### src/rtl/ascii_score_parser.sv
// Parses a CR-terminated decimal entry of up to MAX_DIGITS ASCII digits into a binary score.
// Optional backspace editing is enabled by defining ASCII_SCORE_PARSER_BACKSPACE_EN.
module ascii_score_parser #(
  parameter int unsigned MAX_DIGITS = 3,
  parameter int unsigned SCORE_W    = 10
) (
  input  logic               pclk,
  input  logic               rst_n,
  input  logic               char_valid,
  input  logic [6:0]         char_code,
  output logic               char_ready,
  output logic [SCORE_W-1:0] score,
  output logic               score_valid,
  output logic               parse_err,
  output logic [1:0]         digit_count
);

  typedef enum logic [1:0] {IDLE, ACCUM, DONE, ERR} state_e;

  localparam logic [6:0] CHAR_0  = 7'd48;
  localparam logic [6:0] CHAR_9  = 7'd57;
  localparam logic [6:0] CHAR_CR = 7'd13;
`ifdef ASCII_SCORE_PARSER_BACKSPACE_EN
  localparam logic [6:0] CHAR_BS = 7'd8;
`endif

  state_e             state_q, state_d;
  logic [SCORE_W-1:0] acc_q, acc_d;
  logic [SCORE_W-1:0] score_q, score_d;
  logic [1:0]         count_q, count_d;

  logic               xfer;
  logic               is_digit;
  logic [6:0]         digit;

  assign char_ready  = (state_q == IDLE) || (state_q == ACCUM);
  assign xfer        = char_valid && char_ready;
  assign is_digit    = (char_code >= CHAR_0) && (char_code <= CHAR_9);
  assign digit       = char_code - CHAR_0;
  assign score       = score_q;
  assign score_valid = (state_q == DONE);
  assign parse_err   = (state_q == ERR);
  assign digit_count = count_q;

  always_ff @(posedge pclk or negedge rst_n) begin
    if (!rst_n) begin
      state_q <= IDLE;
      acc_q   <= '0;
      score_q <= '0;
      count_q <= '0;
    end else begin
      state_q <= state_d;
      acc_q   <= acc_d;
      score_q <= score_d;
      count_q <= count_d;
    end
  end

  // The score is loaded on the CR edge so it is already current while score_valid is high.
  always_comb begin
    state_d = state_q;
    acc_d   = acc_q;
    score_d = score_q;
    count_d = count_q;
    case (state_q)
      IDLE, ACCUM: begin
        if (xfer) begin
          if (is_digit) begin
            if (count_q == 2'(MAX_DIGITS)) begin
              state_d = ERR;
              acc_d   = '0;
              count_d = '0;
            end else begin
              acc_d   = acc_q * SCORE_W'(10) + SCORE_W'(digit);
              count_d = count_q + 2'd1;
              state_d = ACCUM;
            end
          end else if (char_code == CHAR_CR) begin
            state_d = (count_q != 2'd0) ? DONE : ERR;
            if (count_q != 2'd0) begin
              score_d = acc_q;
            end
            acc_d   = '0;
            count_d = '0;
          end
`ifdef ASCII_SCORE_PARSER_BACKSPACE_EN
          else if (char_code == CHAR_BS) begin
            if (count_q != 2'd0) begin
              acc_d   = acc_q / SCORE_W'(10);
              count_d = count_q - 2'd1;
              if (count_q == 2'd1) begin
                state_d = IDLE;
              end
            end
          end
`endif
          else begin
            state_d = ERR;
            acc_d   = '0;
            count_d = '0;
          end
        end
      end
      DONE, ERR: state_d = IDLE;
      default:   state_d = IDLE;
    endcase
  end

endmodule

### config.mk
export PLATFORM = sky130hd
export DESIGN_NAME = ascii_score_parser
export DESIGN_NICKNAME = d
export VERILOG_FILES = /design/src/rtl/ascii_score_parser.sv
export SDC_FILE = /design/constraint.sdc
export NUM_CORES = 1
export LEC_CHECK = 0
export ABC_AREA = 1
export CORE_ASPECT_RATIO = 2
export CORE_MARGIN = 2
export CORE_UTILIZATION = 49
export CTS_CLUSTER_SIZE = 12
export DETAILED_ROUTE_END_ITERATION = 12
export PLACE_DENSITY_LB_ADDON = 0.15
export SLEW_MARGIN = 20
export SYNTH_ARGS = -nofsm -noshare
export SYNTH_HDL_FRONTEND = slang
export SYNTH_SLANG_ARGS = --single-unit
### constraint.sdc
create_clock -name pclk -period 2.26 [get_ports pclk]
set_input_delay 0.339 -clock pclk [delete_from_list [all_inputs] [get_ports pclk]]
set_output_delay 0.339 -clock pclk [all_outputs]
set_load 0.005 [all_outputs]
==> results of run 1 <==
flip-flops by register name, summed over array words and instances, names as in the netlist:
signal / flops
acc_q: 10
score: 10
digit_count: 2
state_q: 2
routing by layer:
layer  wire [um]  vias to the layer above  part of all wire
met1        1470                      702              0.40
met5           0                        -                 0
met2        2070                       20              0.56
li1            -                      806                 -
met4         118                        0             0.032
met3          46                        7             0.012
worst max path at each step:
stage	endpoint	depth (start not counted)	from	slack (ps)
final	acc_q[9]	14	acc_q[1]	-150
after detailed placement	acc_q[9]	14	acc_q[1]	-260
after global routing	acc_q[9]	14	acc_q[1]	-270
after floorplan	acc_q[9]	14	acc_q[1]	-80
after CTS	acc_q[9]	14	acc_q[1]	-200
after global placement	acc_q[9]	13	char_code[4]	-230
metrics by stage:
step                      setup WS (ps)  utilization  hold WS [ps]  std cells  setup TNS, ps
after CTS                          -202        0.656           436        317           -580
after global placement             -235        0.628           463        312           -573
after detailed placement           -264        0.628           467        312           -698
final                              -153        0.678           427        318           -379
after floorplan                   -83.6            -          43.4        224           -163
after global routing               -272        0.678           454        318           -810
report_power, final:
group	internal [uW]	switching, uW	total, uW
combinational	552	660	1210
clock	237	144	381
sequential	501	66.2	568
total	1290	870	2160
cell usage after synthesis:
cell      n
nor3_1    1
o22ai_1   7
buf_6     1
a21oi_2   1
o21ai_0   4
a21oi_1   6
nor2_1    5
nand2_2   2
nor2_2    2
nor2b_1   1
nand3_1  12
xnor2_1   2
o21ai_2  11
a31oi_1   1
inv_2     4
buf_2     2
nand2_4   2
nor2_4    1
nand3_2   2
fa_1      2
inv_1    36
nor3_2    1
nor4_4    1
xor2_1    3
nand4_1   2
ha_1     22
dfrtp_1  24
o21ai_1   1
nand2_1  65
cell type report:
cell class | count | area (sq um) | share of cell area
Multi-Input combinational cell | 157 | 1140 | 0.473
Sequential cell | 24 | 602 | 0.249
Timing Repair Buffer | 44 | 390 | 0.161
Inverter | 40 | 150 | 0.0620
Tap cell | 49 | 61.3 | 0.0253
Clock buffer | 3 | 41.3 | 0.0171
Clock inverter | 1 | 30.0 | 0.0124
kinds of logic after synthesis:
kind of cell	after synthesis
xor+xnor	5
buf+inv	43
simple gates	97
fa+ha+maj	24
flops	24
compound gates	31
repair_timing:
action	CTS	global route
resized for setup	6	11
buffers inserted	1	1
pin swaps	5	9
endpoints found under the setup margin	4	4
==> insert_results.sql, run 1 <==
INSERT INTO impl_metrics (metric_group, metric, value, unit) VALUES
('run_status', 'result_of_the_run', 'finished, violations left', ''),
('run_status', 'failed_checks', 'negative setup slack', ''),
('yosys', 'yosys.area.top_type_share', '0.334', ''),
('timing', 'post-route-period-util', '1.07', ''),
('layout', 'mostFrequentLayoutCells', 'nand2_1 (63), inv_1 (34), clkdlybuf4s50_1 (24)', ''),
('setup_path', 'timing.critical_path.max_delay_family', 'adder cells', ''),
('route', 'route.antenna.remaining_nets', '0', ''),
('timing', 'report.final.hold_viol_count', '0', ''),
('placed_design', 'post-dp-hpwl', '3130', 'um'),
('setup_path', 'endpoint_kind', 'register', ''),
('pwr', 'power_leakage', '0.00123', 'uW'),
('placed_design', 'dpl_cell_area', '0.00224', 'sq mm'),
('placed_design', 'gp_congestion', '0.863', ''),
('clock_network', 'cts_buffer_depth', '2', ''),
('yosys', 'synth.lib_cells_used.distinct', '29', ''),
('clock_network', 'cts.hold.buffers_added', '0', ''),
('clock_network', 'clock_latency', '270', 'ps'),
('route', 'drt_drc_violations_left', '0', ''),
('layout', 'nFillCells', '323', ''),
('setup_path', 'r2r_slack', '-150', 'ps'),
('yosys', 'synth_compound_gate_area_share', '0.117', ''),
('global_routing', 'track_usage', '0.194', ''),
('pwr', 'ir_worst_vdd', '0.584', 'mV'),
('die', 'coreArea', '0.00357', 'sq mm'),
('timing', 'setup-violations-final', '3', ''),
('route', 'detail_route.iter0.violations', '28', ''),
('yosys', 'syn-cell-area', '0.00180', 'sq mm'),
('clock_network', 'numCtsBuffers', '3', ''),
('setup_path', 'r2r_start', 'acc_q[1]', ''),
('yosys', 'largest_family_of_logic_cells_by_synthesized_area', 'simple AND/OR/NAND/NOR gates', ''),
('pwr', 'power-per-cell-area', '893', 'mW/mm^2'),
('placed_design', 'port_buffers', '24', ''),
('layout', 'antenna_cells_inserted', '0', ''),
('timing', 'clock-skew-final', '5.04', 'ps'),
('die', 'die_w', '46.8', 'um'),
('global_routing', 'grt_util_met2', '0.362', ''),
('yosys', 'parity_gate_share_of_the_synthesized_area_counting_xor_and_xnor_cells', '0.0244', ''),
('layout', 'area_growth', '34.6', '%'),
('setup_path', 'worst-endpoint-arrival', '2580', 'ps'),
('timing', 'final_critical_path_setup_slack', '-153', 'ps'),
('layout', 'finish.instance_area', '0.00242', 'sq mm'),
('die', 'die_h', '89.7', 'um'),
('die', 'boundaryPins', '25', ''),
('global_routing', 'gr-total-overflow', '0', ''),
('global_routing', 'grt_use_met3', '0.0120', ''),
('setup_path', 'path_cells', 'ha_4 > ha_4 > fa_2 > xor2_1 > ha_1 > nand2_1 > inv_2 > nand4_1 > nand3_2 > nand3_2 > inv_2 > nand2_2 > nand3_2 > nand2_1', ''),
('timing', 'maxClockFrequency', '0.414', 'GHz'),
('timing', 'layout_min_cycle_time', '2410', 'ps'),
('timing', 'tightest_pin_transition', '454', 'ps'),
('timing', 'relSlewSlack', '0.696', ''),
('global_routing', 'grt_start_max_net_pins', '25', ''),
('yosys', 'ys_warn_count', '0', ''),
('yosys', 'synth.mux.area_fraction', '0', ''),
('setup_path', 'cp_common_cell', 'nand3_2', ''),
('global_routing', 'grt_busiest_layer', 'met2', ''),
('setup_path', 'cp_max_fo', '3', ''),
('worst_hold_path', 'hp-class', 'input port to asynchronous set/reset pin', ''),
('die', 'initial_core_util', '0.504', ''),
('layout', 'final_nets', '304', ''),
('global_routing', 'vias_in_the_first_global_route', '1391', ''),
('global_routing', 'grt_antenna_before_repair', '0', ''),
('die', 'design.die.area', '0.00420', 'sq mm'),
('layout', 'mostFrequentLayoutCell', 'nand2_1', ''),
('setup_path', 'timing.setup.critical_path_class', 'register to register', ''),
('yosys', 'avgSynthCellArea', '8.03', 'sq um'),
('global_routing', 'grt_pass1_wl', '5990', 'um'),
('setup_path', 'r2r.worst_path.cells', '14', ''),
('yosys', 'synth_area_leaders', 'dfrtp_1 (33%), ha_1 (15%), nand2_1 (14%)', ''),
('setup_path', 'rr_endpoint', 'acc_q[9]', ''),
('clock_network', 'clockRootBuffer', 'clkbuf_8', ''),
('yosys', 'area_fraction_in_and_or_nand_and_nor_cells_after_synthesis', '0.254', '');
Note: power is estimated with default switching activity, not from simulation.
==> inputs of run 2 (changes only) <==
- SKIP_CTS_REPAIR_TIMING: default -> 1
==> run 2 against run 1 <==
The flow still finishes with violations (negative setup slack). Sequential power is 1% lower. Cell count is 0.31% lower. Count of clock-buffer cells in the layout stayed put. Critical endpoint unchanged.
==> insert_results.sql, run 2 (same netlist as run 1, synthesis figures left out) <==
INSERT INTO impl_metrics (metric_group, metric, value, unit) VALUES
('setup_path', 'worst-endpoint-arrival', '2640', 'ps'),
('timing', 'timing_max_transition_violations_final', '0', ''),
('layout', 'layout-drive-gt1-share', '0.239', ''),
('clock_network', 'numCtsBuffers', '3', ''),
('placed_design', 'post-dp-hpwl', '3130', 'um'),
('run_status', 'failed_checks', 'negative setup slack', ''),
('setup_path', 'r2r_slack', '-210', 'ps'),
('setup_path', 'endpoint_kind', 'register', ''),
('clock_network', 'clkSinkCount', '24', ''),
('timing', 'clock-skew-final', '6.10', 'ps'),
('timing', 'relSlewSlack', '0.700', ''),
('pwr', 'total_power', '2100', 'uW'),
('placed_design', 'port_buffers', '24', ''),
('clock_network', 'cts_buffer_depth', '2', ''),
('timing', 'layout_min_cycle_time', '2470', 'ps'),
('timing', 'maxClockFrequency', '0.404', 'GHz'),
('layout', 'finish.instance_area', '0.00237', 'sq mm'),
('timing', 'setup-violations-final', '4', ''),
('setup_path', 'cp_max_fo', '3', ''),
('setup_path', 'rr_endpoint', 'acc_q[9]', ''),
('timing', 'post-route-period-util', '1.09', ''),
('placed_design', 'gp_congestion', '0.863', ''),
('pwr', 'power-per-cell-area', '887', 'mW/mm^2'),
('die', 'die_w', '46.8', 'um'),
('setup_path', 'timing.setup.critical_path_class', 'register to register', ''),
('clock_network', 'cts.reportedPaths.clkPinSlew', '80', 'ps'),
('route', 'route.final.wire_length', '3640', 'um'),
('layout', 'mostFrequentLayoutCell', 'nand2_1', ''),
('clock_network', 'cts_tree', 'built', ''),
('placed_design', 'dpl_cell_area', '0.00224', 'sq mm'),
('die', 'boundaryPins', '25', ''),
('worst_hold_path', 'hp-class', 'input port to asynchronous set/reset pin', ''),
('route', 'route.detailed.vias_per_inst', '4.84', ''),
('run_status', 'result_of_the_run', 'finished, violations left', ''),
('global_routing', 'grt_pass1_wl', '6000', 'um'),
('setup_path', 'critical_path_end', 'acc_q[9]', ''),
('clock_network', 'clock_latency', '270', 'ps'),
('pwr', 'power_leakage', '0.00123', 'uW'),
('timing', 'tightest_pin_transition', '448', 'ps'),
('die', 'die_h', '89.7', 'um'),
('global_routing', 'track_usage', '0.195', ''),
('global_routing', 'gr-total-overflow', '0', ''),
('setup_path', 'path_cells', 'ha_4 > ha_4 > fa_2 > xor2_1 > ha_1 > nand2_1 > inv_2 > nand4_1 > nand3_2 > nand3_2 > inv_2 > nand2_2 > nand3_2 > nand2_1', ''),
('global_routing', 'vias_in_the_first_global_route', '1395', ''),
('clock_network', 'cts.htree.levels', '1', ''),
('layout', 'mostFrequentLayoutCells', 'nand2_1 (64), inv_1 (34), dfrtp_1 (24), clkdlybuf4s50_1 (24), buf_4 (19)', ''),
('route', 'detail_route.iter0.violations', '20', ''),
('die', 'cell_row_count', '31', ''),
('timing', 'final_critical_path_setup_slack', '-213', 'ps'),
('die', 'initial_core_util', '0.504', ''),
('setup_path', 'cp_common_cell', 'nand3_2', ''),
('global_routing', 'grt_start_max_net_pins', '25', ''),
('clock_network', 'clockRootBuffer', 'clkbuf_8', ''),
('job', 'maxCapViolCount', '0', ''),
('timing', 'report.final.hold_viol_count', '0', ''),
('route', 'route.antenna.remaining_nets', '0', ''),
('setup_path', 'worstSetupStartpoint', 'acc_q[3]', ''),
('setup_path', 'cp_slowest_stage_delay', '420', 'ps'),
('route', 'drt_drc_violations_left', '0', ''),
('layout', 'antenna_cells_inserted', '0', ''),
('layout', 'final_nets', '303', ''),
('setup_path', 'r2r_start', 'acc_q[3]', ''),
('route', 'vias', '1534', ''),
('global_routing', 'grt_antenna_before_repair', '0', ''),
('die', 'coreArea', '0.00357', 'sq mm'),
('setup_path', 'timing.critical_path.slowest_stage_cell', 'dfrtp_1', ''),
('timing', 'rsz_0062_raised_after_global_routing', 'true', ''),
('route', 'firstDrtPassIters', '4', ''),
('layout', 'area_growth', '31.7', '%'),
('pwr', 'ir_worst_vdd', '0.564', 'mV'),
('setup_path', 'worst-endpoint-required', '2420', 'ps'),
('route', 'avgRoutedWirePerCell', '11.5', 'um'),
('setup_path', 'r2r.worst_path.cells', '14', ''),
('setup_path', 'sort_of_element_at_the_start_of_the_critical_path', 'register', ''),
('die', 'design.die.area', '0.00420', 'sq mm');
-- run 2: cell types whose count changed in the layout (fill, tap and decap cells not counted), sizes merged --
cell,previous run,this run
buf,20,19
-- run 2: area by class of cell --
cell class,instances,area [sq um]
Fill cell,327,1200
Multi-Input combinational cell,157,1100
Sequential cell,24,601
Tap cell,49,61.3
Inverter,40,150
Clock inverter,1,30.0
Clock buffer,3,41.3
Timing Repair Buffer,43,383
-- run 2: worst min path at each step --
stage / cells past startpoint / slack [ps] / to
after floorplan: 0 / 40 / acc_q[0]
after global placement: 2 / 460 / acc_q[9]
after detailed placement: 2 / 470 / score[5]
after CTS: 2 / 440 / acc_q[1]
after global routing: 2 / 450 / score[9]
final: 2 / 430 / acc_q[8]
-- run 2: stage by stage --
stage	setup TNS, ps	hold WS [ps]	util	instances	setup slack, ps
after floorplan	-163	43.4	-	224	-83.6
after global placement	-573	463	0.628	312	-235
final	-592	431	0.664	317	-213
after global routing	-1120	454	0.664	317	-347
after detailed placement	-698	467	0.628	312	-264
after CTS	-757	436	0.648	316	-278
-- run 2: report_power, final --
part / switching (uW) / internal [uW]
clock network: 139 / 237
logic: 639 / 524
registers: 60.3 / 501
-- run 2: worst max-delay path, delay by kind of cell (launching register included) --
kind | cells | cell delay, ps
fa+ha+maj | 4 | 1120
simple gates | 7 | 560
flops | 1 | 420
xor+xnor | 1 | 150
buf+inv | 2 | 120
-- run 2: routing by layer --
layer,global-route usage,wire length [um],up-vias
met5,0,0,-
met4,0.0707,116,0
met3,0.0120,46,7
met2,0.362,2050,18
met1,0.220,1430,706
li1,-,-,803
==> inputs of run 3 (changes only) <==
- MAX_ROUTING_LAYER: default -> met4
==> results of run 3 <==
Same layout as run 2: the final DEF is identical, and so are final timing and power.
Main changes from that run: final weighted congestion in routability-driven placement 0.863 -> 0.877; overall routing resource usage 0.195 -> 0.200; violation count after the first detailed-route iteration 20 -> 32
